[config.mk]
export PLATFORM = sky130hd
export DESIGN_NAME = unary_add_sched
export DESIGN_NICKNAME = d
export VERILOG_FILES = /design/src/rtl/unary_add_sched.sv
export SDC_FILE = /design/constraint.sdc
export NUM_CORES = 1
export LEC_CHECK = 0
export BUFFER_PORTS_ARGS = -buffer_cell sky130_fd_sc_hd__buf_2
export CORE_AREA = 3 3 53 79
export DETAILED_ROUTE_END_ITERATION = 10
export DIE_AREA = 0 0 56 82
export HOLD_SLACK_MARGIN = 0.05
export PLACE_DENSITY = 0.77
export SYNTH_ARGS = -nofsm -noshare
export SYNTH_HDL_FRONTEND = slang
export SYNTH_SLANG_ARGS = --single-unit
export TNS_END_PERCENT = 50
[constraint.sdc]
create_clock -name clk -period 3.2 [get_ports clk]
set_input_delay 0.96 -clock clk [delete_from_list [all_inputs] [get_ports clk]]
set_output_delay 0.96 -clock clk [all_outputs]
set_load 0.01 [all_outputs]
[src/rtl/unary_add_sched.sv]
// rtl/unary_add_sched.sv - two-requester scheduler for a shared unary (thermometer) adder.
// Optional UNARY_ADD_SCHED_SAT_EN: saturate sum at LEN and report overflow from the adder carry.
module unary_add_sched #(
  parameter int LEN = 12,
  parameter int OW  = 4
) (
  input  logic          clk,
  input  logic          rst_n,
  input  logic [1:0]    req,
  input  logic [OW-1:0] opa0,
  input  logic [OW-1:0] opb0,
  input  logic [OW-1:0] opa1,
  input  logic [OW-1:0] opb1,
  output logic [1:0]    gnt,
  output logic [1:0]    done,
  output logic [OW:0]   sum,
  output logic          ovf,
  output logic          add_A,
  output logic          add_B,
  output logic          add_en,
  output logic          add_read_or_write,
  output logic          add_rst_n,
  input  logic          add_dout,
  input  logic          add_C
);

  typedef enum logic [2:0] {IDLE, CLR, READ, WRITE, DONE} state_t;

  localparam logic [OW-1:0] K_READ_LAST  = OW'(LEN - 1);
  localparam logic [OW-1:0] K_WRITE_LAST = OW'(LEN);
  localparam logic [OW:0]   CNT_MAX      = '1;

  state_t        state;
  logic [OW-1:0] k;
  logic [OW-1:0] opa_q;
  logic [OW-1:0] opb_q;
  logic [OW:0]   cnt;
  logic          owner;
  logic          last_gnt;
  logic          win;

`ifdef UNARY_ADD_SCHED_SAT_EN
  localparam logic [OW:0] LEN_W = (OW+1)'(LEN);
  logic c_seen;
`else
  logic unused_add_c;
  assign unused_add_c = add_C;
`endif

  // Round-robin: on a tie the requester not granted last wins.
  always_comb begin
    win = 1'b0;
    if (req == 2'b11) win = ~last_gnt;
    else              win = req[1];
  end

  // Outputs are registered with the state, so each branch loads the values for the next cycle.
  always_ff @(posedge clk or negedge rst_n) begin
    if (!rst_n) begin
      state             <= IDLE;
      k                 <= '0;
      opa_q             <= '0;
      opb_q             <= '0;
      cnt               <= '0;
      owner             <= 1'b0;
      last_gnt          <= 1'b1;
      gnt               <= 2'b00;
      done              <= 2'b00;
      sum               <= '0;
      ovf               <= 1'b0;
      add_A             <= 1'b0;
      add_B             <= 1'b0;
      add_en            <= 1'b0;
      add_read_or_write <= 1'b0;
      add_rst_n         <= 1'b0;
`ifdef UNARY_ADD_SCHED_SAT_EN
      c_seen            <= 1'b0;
`endif
    end else begin
      case (state)
        IDLE: begin
          gnt               <= 2'b00;
          done              <= 2'b00;
          add_rst_n         <= 1'b1;
          add_en            <= 1'b0;
          add_read_or_write <= 1'b0;
          add_A             <= 1'b0;
          add_B             <= 1'b0;
          if (req != 2'b00 && done == 2'b00) begin
            owner     <= win;
            last_gnt  <= win;
            gnt       <= win ? 2'b10 : 2'b01;
            opa_q     <= win ? opa1 : opa0;
            opb_q     <= win ? opb1 : opb0;
            add_rst_n <= 1'b0;
            state     <= CLR;
          end
        end
        CLR: begin
          gnt               <= 2'b00;
          add_rst_n         <= 1'b1;
          add_en            <= 1'b1;
          add_read_or_write <= 1'b0;
          k                 <= '0;
          cnt               <= '0;
          add_A             <= (opa_q != '0);
          add_B             <= (opb_q != '0);
`ifdef UNARY_ADD_SCHED_SAT_EN
          c_seen            <= 1'b0;
`endif
          state             <= READ;
        end
        READ: begin
          if (k == K_READ_LAST) begin
            k                 <= '0;
            add_A             <= 1'b0;
            add_B             <= 1'b0;
            add_read_or_write <= 1'b1;
            state             <= WRITE;
          end else begin
            k     <= k + OW'(1);
            add_A <= (k + OW'(1)) < opa_q;
            add_B <= (k + OW'(1)) < opb_q;
          end
        end
        WRITE: begin
          // The adder output lags by one cycle, so the first write cycle is skipped.
          if (k != '0) begin
            if (add_dout && cnt != CNT_MAX) cnt <= cnt + (OW+1)'(1);
`ifdef UNARY_ADD_SCHED_SAT_EN
            if (add_C) c_seen <= 1'b1;
`endif
          end
          if (k == K_WRITE_LAST) begin
            add_en            <= 1'b0;
            add_read_or_write <= 1'b0;
            state             <= DONE;
          end else begin
            k <= k + OW'(1);
          end
        end
        DONE: begin
          done <= owner ? 2'b10 : 2'b01;
`ifdef UNARY_ADD_SCHED_SAT_EN
          sum  <= (cnt > LEN_W) ? LEN_W : cnt;
          ovf  <= c_seen || (cnt > LEN_W);
`else
          sum  <= cnt;
          ovf  <= 1'b0;
`endif
          state <= IDLE;
        end
        default: state <= IDLE;
      endcase
    end
  end

endmodule

==> summary.md <==
The flow ran to the end, and the final reports show no timing, DRC or antenna violations. By startpoint and endpoint, the worst setup path is classified as register to register. Gates resized during post-CTS repair numbered 0. By area the synthesized netlist is led by sky130_fd_sc_hd__dfrtp_1 45%, sky130_fd_sc_hd__ha_1 6.5%, sky130_fd_sc_hd__mux2i_1 4.2%, sky130_fd_sc_hd__mux2_2 4.1%, sky130_fd_sc_hd__nor2_1 3.5%. The tightest min-delay check is of the register to register type. STA puts the critical path data required time at 3.37 ns. The total via count in the routed design was 1441. The largest area contributor in the netlist is sky130_fd_sc_hd__dfrtp_1. The initialized floorplan defines 27 standard-cell rows.

The number of cells on the worst reg-to-reg path is 7. The logs give 0.399 for the share of total power in sequential cells and 0 ns for the setup TNS. Yosys instantiated no cell more often than sky130_fd_sc_hd__dfrtp_1. Dividing the detail-routed wire length by the instance count gives 13.5 um. The count of routing violations after the opening detailed-route iteration was 27; the post-synthesis instance area was 0.00193 mm2.

Internal power comes to 1.36 mW. Dividing the detail-routed via count by the number of cells gives 5.52. The wire length of the first global-routing pass is 6450 um. Entering global routing, the biggest net connects 37 pins. Setup violations remaining at the end of the flow were counted as 0. The number of enable flip-flop cells after synthesis works out to 0.

In this run the power spent charging and discharging nets is 0.908 mW. The placed wire-length estimate after detailed placement is 2680 um. The number of buffers created by CTS was 5; the antenna diode count was 0. The worst setup path is launched from a register. In the synthesized netlist, the cells that appear most often are 35 x sky130_fd_sc_hd__dfrtp_1, 18 x sky130_fd_sc_hd__nor2_1, 11 x sky130_fd_sc_hd__a21oi_1, 11 x sky130_fd_sc_hd__o21ai_0.

Pin placement for this block handled 37 I/O pins. For the worst vdd rail ir drop, the log shows 0.000525 V. The measured slew at the worst slew-check pin works out to 0.771 ns. Share of post-route cells with drive strength above 1: 0.289.

The final count of pins violating max slew was 0. The later pin in the worst-skew pair is clocked with a latency of 0.29 ns. The tools report the worst max-slew margin expressed relative to the limit as 0.486. Count of state elements after synthesis: 36. The floorplan die height is 82 um, and the detailed-routing iteration count for the pre-antenna-repair pass is 4. STA classifies the critical path endpoint as a register. Among all flip-flop cells after synthesis, the most frequent one is sky130_fd_sc_hd__dfrtp_1. After detailed routing, the wire length on met1 is 1330 um. The logs give 3510 um for the total length of routed wires and 485 MHz for the maximum clock frequency. The number of failing hold endpoints at the final stage was 0; the final critical path time including I/O delays and setup was 2.06 ns. The sequential-to-total area share from yosys stat was 0.468; the average size of a mapped cell was 10.6 um2.

The H-tree depth came out at 2. The initial antenna violation count is 0, and the post-synthesis instance total is 182. The portion of total power attributed to combinational logic is 0.447, and the number of routed nets with antenna violations is 0.

The run gives 36 as the CTS sink count. TritonCTS built the clock tree. Setup repair after global routing left no endpoint under its margin. The switching part of the total is 0.399, and the area growth from synthesis to layout is 14.8%. The die covers 0.00459 mm2.

The run gives 0.477 ns as the worst slack on hold paths. The run gives 0.182 as the overall routing resource usage. The number of synthesis warnings is 0, and the distinct cell type count of the synthesized netlist is 48. The area of the core is 0.00365 mm2. After clock tree synthesis, the clock-pin slew on the worst setup and hold paths is 0.07 ns. The fraction of registers with async set or reset after synthesis is 1.00.

After filler insertion, the fill cell instance count of the layout stands at 315. The tool flagged a number of max-cap violations equal to 0. The die width was 56 um; the share of Yosys cell area claimed by the top area cell type was 0.454.

For this design the ratio of total power to cell area is 1030 mW/mm2. The number of buffer cells added on primary ports is 34, and the number of nets produced by synthesis is 214. The count of hold-fix buffers inserted at cts came out at 0.

Final critical-path share of the clock period: 0.645. Routed signal wires occupy layers up through met4. The largest fanout of any net on the critical path is 5, and the routability congestion estimate from global placement is 0.795. The total overflow left after global routing is 0. Hold-critical path depth: 1. The tools report the initial standard-cell utilization of the core as 0.528. Clock tree synthesis selected as its root buffer the cell sky130_fd_sc_hd__clkbuf_8. The number of buffers inserted to repair setup after CTS is 0. The fraction of power consumed by the clock network was 0.153; the routed length on met3 was 177 um. Summed over all cells, the static leakage comes to 1.11 nW.

No sink is reached through more buffers than the 2 on the longest clock path. At the end of the flow, the number of nets in the layout was 249. The remaining design rule violation count is 0, and the worst clock skew on the final layout is 0.00731 ns. The routed length on met2 was 1920 um. Data on the critical path arrives at its endpoint at 2.24 ns. The via count of the first global-routing pass was 1493.
## worst max-delay path, stage by stage, from the launching register on
cell                       delay (ns)
sky130_fd_sc_hd__dfrtp_1         0.43
sky130_fd_sc_hd__ha_1            0.23
sky130_fd_sc_hd__and3_1          0.19
sky130_fd_sc_hd__ha_1            0.18
sky130_fd_sc_hd__and4bb_2        0.33
sky130_fd_sc_hd__nand2_1         0.12
sky130_fd_sc_hd__mux2_2          0.29
sky130_fd_sc_hd__a22o_1          0.17
## power by group through the flow
| stage | Clock [mW] | Combinational [mW] | Sequential (mW) |
|---|---|---|---|
| 4_1_cts | 0.358 | 1.04 | 0.910 |
| 3_3_place_gp | 0 | 0.991 | 0.916 |
| 3_5_place_dp | 0 | 1.03 | 0.919 |
| 6_report | 0.348 | 1.02 | 0.908 |
| 2_1_floorplan | 0 | 0.847 | 0.842 |
| 5_1_grt | 0.381 | 1.18 | 0.949 |
## logic make-up after synthesis
family	after synthesis	synth area share
and+or+nand+nor	52	0.152
AOI/OAI and AO/OA	43	0.149
DFF	36	0.468
buffers and inverters	18	0.0474
muxes	16	0.0902
adders and majority gates	10	0.0649
xor gates and xnor gates	6	0.0273
other	1	0.00194
## sequential cells by signal, summed over array words and instances (netlist names)
register / count
add_rst_n: 1
gnt: 2
k: 4
add_A: 1
opa_q: 4
add_read_or_write: 1
done: 2
state: 3
add_B: 1
owner: 1
cnt: 5
opb_q: 4
add_en: 1
sum: 5
last_gnt: 1
## worst paths after layout
kind	start	to	slack [ns]
min	gnt[1]$_DFFE_PN0P_	gnt[1]$_DFFE_PN0P_	0.48
max	cnt[0]$_DFFE_PN0P_	cnt[1]$_DFFE_PN0P_	1.14
max in group asynchronous	rst_n	opa_q[2]$_DFFE_PN0P_	1.96
min in group asynchronous	rst_n	cnt[0]$_DFFE_PN0P_	0.75
max reg2reg	cnt[0]$_DFFE_PN0P_	cnt[1]$_DFFE_PN0P_	1.14
min reg2reg	gnt[1]$_DFFE_PN0P_	gnt[1]$_DFFE_PN0P_	0.48
## final cells by class
class	instances	area, um2	area share
flip-flops and latches	36	902	0.408
inverters	10	37.5	0.0170
clock buffers	8	100	0.0452
repair buffers	36	185	0.0837
well taps	43	53.8	0.0243
multi-input cells	128	935	0.422
## placed cells by master, fill, tap and decap left out, types with 2 or more instances in the layout
cell	instances
sky130_fd_sc_hd__dfrtp_1	35
sky130_fd_sc_hd__buf_2	34
sky130_fd_sc_hd__nor2_1	18
sky130_fd_sc_hd__a21oi_1	11
sky130_fd_sc_hd__o21ai_0	11
sky130_fd_sc_hd__inv_1	10
sky130_fd_sc_hd__ha_1	10
sky130_fd_sc_hd__nand2_1	9
sky130_fd_sc_hd__mux2i_1	8
sky130_fd_sc_hd__mux2_2	7
sky130_fd_sc_hd__clkbuf_8	7
sky130_fd_sc_hd__o31ai_1	4
sky130_fd_sc_hd__xor2_1	3
sky130_fd_sc_hd__nand3_1	3
sky130_fd_sc_hd__xnor2_1	3
sky130_fd_sc_hd__and3_1	3
sky130_fd_sc_hd__a22o_1	3
sky130_fd_sc_hd__or2_2	3
sky130_fd_sc_hd__a21o_1	3
sky130_fd_sc_hd__a211oi_1	2
sky130_fd_sc_hd__nor4_1	2
sky130_fd_sc_hd__a22oi_1	2
sky130_fd_sc_hd__buf_4	2
## metrics by stage
step / area (um2) / power, mW / worst slack, ns / util / instances
finish: 2210 / 2.27 / 1.14 / 0.607 / 261
global route: 2210 / 2.51 / 1.01 / 0.607 / 261
detailed placement: 2110 / 1.95 / 1.12 / 0.579 / 253
global placement: 2110 / 1.91 / 1.14 / 0.579 / 253
CTS: 2210 / 2.31 / 1.12 / 0.607 / 261
floorplan: 1930 / 1.69 / 1.22 / - / 182
## metal layers
layer  up-vias  GRT usage
li1        712          -
met1       683      0.185
met2        38      0.342
met3         8     0.0456
met4         0     0.0903
met5         -          0
Note: power is estimated with default switching activity, not from simulation.
